`src/rtl/neander_pkg.sv`:
```
// Shared Neander definitions: opcodes, control states and ULA codes.
// Used by the control unit, the datapath and the ULA.
package neander_pkg;

  localparam logic [3:0] OP_NOP = 4'h0;
  localparam logic [3:0] OP_STA = 4'h1;
  localparam logic [3:0] OP_LDA = 4'h2;
  localparam logic [3:0] OP_ADD = 4'h3;
  localparam logic [3:0] OP_OR  = 4'h4;
  localparam logic [3:0] OP_AND = 4'h5;
  localparam logic [3:0] OP_NOT = 4'h6;
  localparam logic [3:0] OP_JMP = 4'h8;
  localparam logic [3:0] OP_JN  = 4'h9;
  localparam logic [3:0] OP_JZ  = 4'hA;
  localparam logic [3:0] OP_HLT = 4'hF;

  localparam logic [2:0] ULA_ADD   = 3'd0;
  localparam logic [2:0] ULA_AND   = 3'd1;
  localparam logic [2:0] ULA_OR    = 3'd2;
  localparam logic [2:0] ULA_NOT   = 3'd3;
  localparam logic [2:0] ULA_PASSY = 3'd4;

  typedef enum logic [3:0] {
    S_F0   = 4'd0,
    S_F1   = 4'd1,
    S_F2   = 4'd2,
    S_DEC  = 4'd3,
    S_A0   = 4'd4,
    S_A1   = 4'd5,
    S_A2   = 4'd6,
    S_X0   = 4'd7,
    S_X1   = 4'd8,
    S_JP   = 4'd9,
    S_HALT = 4'd10
  } state_t;

  // Instructions that dereference their operand byte.
  function automatic logic is_mem_op(input logic [3:0] op);
    return (op == OP_STA) || (op == OP_LDA) || (op == OP_ADD) ||
           (op == OP_OR)  || (op == OP_AND);
  endfunction

  function automatic logic [2:0] ula_for(input logic [3:0] op);
    logic [2:0] r;
    r = ULA_PASSY;
    if (op == OP_ADD) r = ULA_ADD;
    if (op == OP_AND) r = ULA_AND;
    if (op == OP_OR)  r = ULA_OR;
    return r;
  endfunction

endpackage

```
`src/rtl/neander_control.sv`:
```
// Neander instruction sequencer: Moore FSM driving the datapath strobes.
// Fetch F0-F2, decode, operand fetch A0-A2, execute X0-X1, jump JP.
module neander_control
  import neander_pkg::*;
(
  input  logic       i_clk,
  input  logic       i_rst,
  input  logic [3:0] i_opcode,
  input  logic       i_flag_n,
  input  logic       i_flag_z,
  output logic       o_pc_inc,
  output logic       o_pc_load,
  output logic       o_rem_sel,
  output logic       o_rem_load,
  output logic       o_mem_read,
  output logic       o_rdm_load,
  output logic       o_mem_write,
  output logic       o_ri_load,
  output logic       o_ac_load,
  output logic       o_nz_load,
  output logic [2:0] o_ula_op,
  output logic       o_halted,
  output logic [3:0] o_state
);

  state_t r_state;
  state_t w_next;
  logic   r_jump;
  logic   w_take;
  logic   w_skip;
  logic   w_mem;

  always_comb begin
    w_take = (i_opcode == OP_JMP) ||
             ((i_opcode == OP_JN) && i_flag_n) ||
             ((i_opcode == OP_JZ) && i_flag_z);
    w_skip = ((i_opcode == OP_JN) && !i_flag_n) ||
             ((i_opcode == OP_JZ) && !i_flag_z);
    w_mem  = is_mem_op(i_opcode);
  end

  // Branch decision is latched in DEC so later flag changes are ignored.
  always_ff @(posedge i_clk or posedge i_rst) begin
    if (i_rst) begin
      r_state <= S_F0;
      r_jump  <= 1'b0;
    end else begin
      r_state <= w_next;
      if (r_state == S_DEC) r_jump <= w_take;
    end
  end

  always_comb begin
    w_next = S_F0;
    unique case (r_state)
      S_F0: w_next = S_F1;
      S_F1: w_next = S_F2;
      S_F2: w_next = S_DEC;
      S_DEC: begin
        if (i_opcode == OP_HLT) w_next = S_HALT;
        else if (w_mem || w_take) w_next = S_A0;
        else w_next = S_F0;
      end
      S_A0: w_next = S_A1;
      S_A1: w_next = r_jump ? S_JP : S_A2;
      S_A2: w_next = S_X0;
      S_X0: w_next = (i_opcode == OP_STA) ? S_F0 : S_X1;
      S_X1: w_next = S_F0;
      S_JP: w_next = S_F0;
      S_HALT: w_next = S_HALT;
      default: w_next = S_F0;
    endcase
  end

  always_comb begin
    o_pc_inc    = 1'b0;
    o_pc_load   = 1'b0;
    o_rem_sel   = 1'b0;
    o_rem_load  = 1'b0;
    o_mem_read  = 1'b0;
    o_rdm_load  = 1'b0;
    o_mem_write = 1'b0;
    o_ri_load   = 1'b0;
    o_ac_load   = 1'b0;
    o_nz_load   = 1'b0;
    o_ula_op    = ULA_ADD;
    o_halted    = 1'b0;
    if (!i_rst) begin
      unique case (r_state)
        S_F0: o_rem_load = 1'b1;
        S_F1: begin
          o_mem_read = 1'b1;
          o_rdm_load = 1'b1;
          o_pc_inc   = 1'b1;
        end
        S_F2: o_ri_load = 1'b1;
        S_DEC: begin
          if (i_opcode == OP_NOT) begin
            o_ac_load = 1'b1;
            o_nz_load = 1'b1;
            o_ula_op  = ULA_NOT;
          end
          o_pc_inc = w_skip;
        end
        S_A0: o_rem_load = 1'b1;
        S_A1: begin
          o_mem_read = 1'b1;
          o_rdm_load = 1'b1;
          o_pc_inc   = w_mem;
        end
        S_A2: begin
          o_rem_sel  = 1'b1;
          o_rem_load = 1'b1;
        end
        S_X0: begin
          if (i_opcode == OP_STA) begin
            o_mem_write = 1'b1;
          end else begin
            o_mem_read = 1'b1;
            o_rdm_load = 1'b1;
          end
        end
        S_X1: begin
          o_ac_load = 1'b1;
          o_nz_load = 1'b1;
          o_ula_op  = ula_for(i_opcode);
        end
        S_JP: begin
          o_pc_inc  = 1'b1;
          o_pc_load = 1'b1;
        end
        S_HALT: o_halted = 1'b1;
        default: ;
      endcase
    end
  end

  assign o_state = r_state;

endmodule
```
`config.mk`:
```
export PLATFORM = sky130hd
export DESIGN_NAME = neander_control
export DESIGN_NICKNAME = d
export VERILOG_FILES = /design/src/rtl/neander_pkg.sv /design/src/rtl/neander_control.sv
export SDC_FILE = /design/constraint.sdc
export NUM_CORES = 1
export LEC_CHECK = 0
export CAP_MARGIN = 20
export CORE_UTILIZATION = 40
export DETAILED_ROUTE_END_ITERATION = 10
export GPL_ROUTABILITY_DRIVEN = 0
export PLACE_DENSITY_LB_ADDON = 0.05
export SLEW_MARGIN = 40
export SYNTH_ARGS = -nofsm -noshare
export SYNTH_HDL_FRONTEND = slang
export SYNTH_SLANG_ARGS = --single-unit
```
`constraint.sdc`:
```
create_clock -name i_clk -period 2.6 [get_ports i_clk]
set_input_delay 0.65 -clock i_clk [delete_from_list [all_inputs] [get_ports i_clk]]
set_output_delay 0.65 -clock i_clk [all_outputs]
set_load 0.005 [all_outputs]
```
==> results of run 1 <==
per-stage QoR:
stage,setup TNS (ps),power [mW],hold slack (ps)
floorplan,0,0.396,462
global placement,-5300,0.577,603
detailed placement,-5370,0.576,594
CTS,0,0.669,610
global route,0,0.740,632
finish,0,0.680,614
cells by family (layout without fill, tap and decap cells):
group	count (synthesis)	count (layout)	share of synthesized area, %
buffers and inverters	14	51	11.5
muxes	1	1	1.92
AOI/OAI and AO/OA	21	21	26.2
and+or+nand+nor	38	38	39.0
DFF	5	5	21.3
layout make-up:
cell class / instances / area [µm²] / area share [%]
multi-input cells: 60 / 418 / 43.7
well taps: 15 / 18.8 / 1.96
flip-flops and latches: 5 / 125 / 13.1
clock buffers: 4 / 26.3 / 2.75
inverters: 4 / 15.0 / 1.57
repair buffers: 43 / 354 / 37.0
worst reg2reg max path, cell delays in order (launching register included):
cell and delay, ps:
dfrtp_1 520, and4bb_2 370, and3_1 160, a32o_1 210
sequential cells by signal (all words and copies together), names as in the netlist:
register / flops
r_jump: 1
o_state: 4
power breakdown:
part	internal, mW	total, mW	switching [mW]	leakage, nW
sequential	0.113	0.185	0.0728	0.0634
combinational	0.223	0.404	0.182	0.351
clock	0.0581	0.0905	0.0324	0.0150
layer usage:
metal  global-route usage, %  vias to the layer above  share of wire, %
met5                       0                        -                 0
met4                       0                        0                 0
met3                    6.67                        0               6.0
met2                    38.3                       31                46
met1                    31.7                      320                48
li1                        -                      371                 -
worst paths after layout:
| path | from | end | slack, ps | cells past startpoint |
|---|---|---|---|---|
| worst max-delay path | i_rst | o_ula_op[1] | 60 | 5 |
| worst min-delay path | r_jump | r_jump | 610 | 2 |
| worst max register to register | o_state[0] | o_state[2] | 1220 | 3 |
| worst min register to register | r_jump | r_jump | 610 | 2 |
| max in group asynchronous | i_rst | r_jump | 1840 | 4 |
| min in group asynchronous | i_rst | o_state[1] | 650 | 4 |
layout by cell type (no fill, tap or decap), drive strengths merged, types with 3 or more instances in the layout:
master	count
buf	23
clkdlybuf4s50	11
nor2	7
o21ai	5
dlygate4sd2	5
dfrtp	5
clkbuf	5
nand2b	4
nand2	4
inv	4
nor3b	3
or4	3
nor2b	3
clkdlybuf4s15	3
what timing repair did:
action	CTS	global route
resized for setup	36	6
buffers inserted	1	1
setup endpoints to repair	14	4
pin swaps	7	0
==> impl_metrics.env, run 1 <==
export IMPL_status="finished clean"
export IMPL_place_ws_ps=-632
export IMPL_final_core_util_pct=71.8
export IMPL_synth_avg_cell_area_um2=7.43
export IMPL_max_slew_margin_pct=66.8
export IMPL_fin_nets=125
export IMPL_cts_tree="yes"
export IMPL_path_cells="buf_2, or3b_4, or4_1, a21boi_1, buf_2"
export IMPL_cpPeakStageDelay_ps=470
export IMPL_cp_arrival_ps=1890
export IMPL_layout_drive_gt1_share_pct=30.2
export IMPL_die_x_um=40.3
export IMPL_maxCapViolations=0
export IMPL_gr_usage_all_layers_pct=23.2
export IMPL_finalNonFillerCells=131
export IMPL_crit_buf_inv=2
export IMPL_setup_viol=0
export IMPL_async_flop_share_pct=100
export IMPL_cts_buffer_depth=2
export IMPL_final_max_slew_viol_count=0
export IMPL_postSynthCellCount=79
export IMPL_layout_min_cycle_time_ps=2540
export IMPL_crit_top_cell="buf_2"
export IMPL_cp_start_kind="input port"
export IMPL_clkTransAtPathRegs_ps=40
export IMPL_grt_max_degree=14
export IMPL_clock_skew_final_ps=5.66
export IMPL_hold_violations=0
export IMPL_period_share_pct=97.7
export IMPL_p_leak_nw=0.429
export IMPL_portBuffers=25
export IMPL_diodes=0
export IMPL_synth_commonest_cells="clkbuf_1 (7), nor2_1 (7), dfrtp_1 (5), o21ai_0 (5)"
export IMPL_dp_cells=125
export IMPL_grt_pass1_wl_um=2570
export IMPL_fillers=124
export IMPL_hold_buffers=0
export IMPL_grt_setup_unrepaired="false"
export IMPL_end_kind="output port"
export IMPL_ant_nets=0
export IMPL_start_util_pct=44.0
export IMPL_htreeDepth=1
export IMPL_wl_per_cell_um=12.6
export IMPL_pin_count=26
export IMPL_antenna_found_initial=0
export IMPL_hpwl_um=1220
export IMPL_ys_seq_area_share_pct=21.3
export IMPL_synthFlopType="dfrtp_1"
export IMPL_die_area_mm2=0.00162
export IMPL_grt_pass1_vias=570
export IMPL_syn_nets=87
export IMPL_required_ps=1950
export IMPL_synth_edff_count=0
export IMPL_final_area_um2=957
export IMPL_fmax_ghz=0.394
export IMPL_cts_root_buf="clkbuf_4"
export IMPL_yosys_top_cells_area="dfrtp_1 (21%), clkbuf_1 (4.5%), nor2_1 (4.5%)"
export IMPL_slowest_stage="or4_1"
export IMPL_grt_ovfl_total=0
export IMPL_setup_ws_ps=59.2
export IMPL_path_class="input port to output port"
export IMPL_via_count=722
export IMPL_yosys_cell_types_count=36
export IMPL_ys_seq_elements=5
export IMPL_routed_via_density=5.51
export IMPL_numCtsBuffers=3
export IMPL_crit_family="simple AND/OR/NAND/NOR gates"
export IMPL_syn_cell_area_um2=587
export IMPL_cts_sinks=5
export IMPL_cp_max_fo=3
export IMPL_yosysTopAreaCell="dfrtp_1"
export IMPL_hp_class="register to register"
export IMPL_place_area_um2=923
export IMPL_die_y_um=40.3
export IMPL_syn2layout_area_growth_pct=63.1
export IMPL_synth_warnings=0
export IMPL_worst_pin_slew_ps=486
export IMPL_clock_latency_ps=240
export IMPL_num_rows=13
export IMPL_synth_top_area_share_pct=21.3
export IMPL_core_region_area_mm2=0.00133
export IMPL_drt_total_wl_um=1650
export IMPL_ir_drop_uv=466
export IMPL_drtIter0Drc=12
export IMPL_drc_errors=0
export IMPL_dr_pass1_iters=4
export IMPL_power_density_mw_per_mm2=711
No activity file was read; power rests on OpenSTA's default activity.
==> run 2: changes to the inputs <==
clock period = 2.9 ns   (was 2.6 ns; I/O delays follow)
==> run 2 against run 1 <==
Compared with the run above:
- combinational power shrank 7.9%
- via count rose by 9.4%
- clock power down 6.6%
- sequential power decreased by 11%
- core utilization is 2.8 points higher
- register-to-register slack improved by 320 ps
- largest power group unchanged
==> impl_metrics.env, run 2 (synthesis results as in run 1) <==
export IMPL_via_count=790
export IMPL_clock_skew_final_ps=6.34
export IMPL_grt_busiest_layer="met2"
export IMPL_gr_usage_all_layers_pct=24.1
export IMPL_finalNonFillerCells=134
export IMPL_htreeDepth=1
export IMPL_drc_errors=0
export IMPL_layout_min_cycle_time_ps=2860
export IMPL_die_area_mm2=0.00162
export IMPL_fmax_ghz=0.349
export IMPL_power_density_mw_per_mm2=623
export IMPL_clock_latency_ps=250
export IMPL_path_class="input port to output port"
export IMPL_finalPower_mw=0.620
export IMPL_required_ps=2170
export IMPL_cp_start_kind="input port"
export IMPL_final_core_util_pct=74.6
export IMPL_die_x_um=40.3
export IMPL_grt_setup_unrepaired="false"
export IMPL_status="finished clean"
export IMPL_hold_violations=0
export IMPL_most_common_layout_cells="buf_4 (20), clkdlybuf4s50_1 (11), nor2_1 (7)"
export IMPL_end_kind="output port"
export IMPL_antenna_found_initial=0
export IMPL_cts_buffer_depth=2
export IMPL_grt_ovfl_total=0
export IMPL_largest_reg_flops=4
export IMPL_maxCapViolations=0
export IMPL_cts_tree="yes"
export IMPL_cpPeakStageDelay_ps=410
export IMPL_slowest_stage="or3b_4"
export IMPL_cts_root_buf="clkbuf_4"
export IMPL_cp_max_fo=3
export IMPL_cp_arrival_ps=2140
export IMPL_numCtsBuffers=3
export IMPL_fin_nets=128
export IMPL_cts_sinks=5
export IMPL_fillers=106
export IMPL_p_leak_nw=0.483
export IMPL_drtIter0Drc=11
export IMPL_setup_viol=0
export IMPL_ant_nets=0
export IMPL_seqCellArea_um2=125
export IMPL_hp_class="register to register"
export IMPL_grtUsageMet1_pct=29.2
export IMPL_period_share_pct=98.7
export IMPL_hpwl_um=1310
export IMPL_path_cells="dlygate4sd2_1, or3b_4, or4_1, a21oi_1, clkdlybuf4s15_2"
export IMPL_final_max_slew_viol_count=0
export IMPL_num_rows=13
export IMPL_dp_cells=125
export IMPL_crit_family="simple AND/OR/NAND/NOR gates"
export IMPL_fin_tns_setup_ps=0
export IMPL_grt_max_degree=14
export IMPL_multi_input_area_um2=412
export IMPL_grt_use_met2_pct=43.5
export IMPL_grt_pass1_vias=615
export IMPL_grt_use_met3_pct=5.00
export IMPL_dr_pass1_iters=4
export IMPL_syn2layout_area_growth_pct=69.5
export IMPL_worst_pin_slew_ps=404
export IMPL_clkTransAtPathRegs_ps=40
export IMPL_max_slew_margin_pct=72.4
export IMPL_place_area_um2=923
export IMPL_final_area_um2=995
export IMPL_routed_via_density=5.90
export IMPL_die_y_um=40.3
export IMPL_start_util_pct=44.0
export IMPL_grt_pass1_wl_um=2640
export IMPL_portBuffers=25
export IMPL_drt_total_wl_um=1840
export IMPL_wl_per_cell_um=13.7
export IMPL_ir_drop_uv=404
export IMPL_crit_buf_inv=2
export IMPL_layout_drive_gt1_share_pct=28.6
export IMPL_pin_count=26
export IMPL_reg2reg_slack_ps=1540
export IMPL_core_region_area_mm2=0.00133
export IMPL_final_common_cell="buf_4"
export IMPL_diodes=0
## run 2: final cells by class
type / count / area share [%]
Clock buffer: 4 / 2.64
Inverter: 4 / 1.51
Multi-Input combinational cell: 60 / 41.4
Sequential cell: 5 / 12.6
Tap cell: 15 / 1.89
Timing Repair Buffer: 46 / 40.0
## run 2: tightest hold or removal path, delay by kind of cell, from the launching register on
| kind | cells | cell delay, ps |
|---|---|---|
| flip-flops | 1 | 350 |
| AND/OR/NAND/NOR | 1 | 60 |
| buffers and inverters | 1 | 190 |
## run 2: metal layers
metal  up-vias  part of all wire, %
li1        375                    -
met1       373                   45
met2        40                   49
met3         2                  6.1
met4         0                 0.44
met5         -                    0
## run 2: worst paths after layout
kind | start | end | cells past startpoint
hold / removal | o_state[3] | o_state[0] | 2
hold reg to reg | o_state[3] | o_state[0] | 2
min in group asynchronous | i_rst | r_jump | 4
setup / recovery | i_rst | o_ula_op[0] | 5
setup reg to reg | o_state[0] | o_state[2] | 3
max in group asynchronous | i_rst | o_state[3] | 4
## run 2: what timing repair did
item / 4_1_cts / 5_1_grt
pin swaps: 6 / 5
hold buffers: 0 / 0
endpoints found under the setup margin: 12 / 8
resized for setup: 22 / 7
setup buffers: 4 / 1
## run 2: where the power goes
part / switching (mW) / total (mW) / internal [mW] / leakage (nW)
combinational: 0.167 / 0.372 / 0.205 / 0.405
sequential: 0.0627 / 0.164 / 0.101 / 0.0634
clock: 0.0322 / 0.0845 / 0.0522 / 0.0150
## run 2: stage by stage
step	hold WS [ps]	worst slack, ps
global route	651	4.36
floorplan	537	459
CTS	633	7.86
global placement	605	-471
finish	642	37.7
detailed placement	615	-476
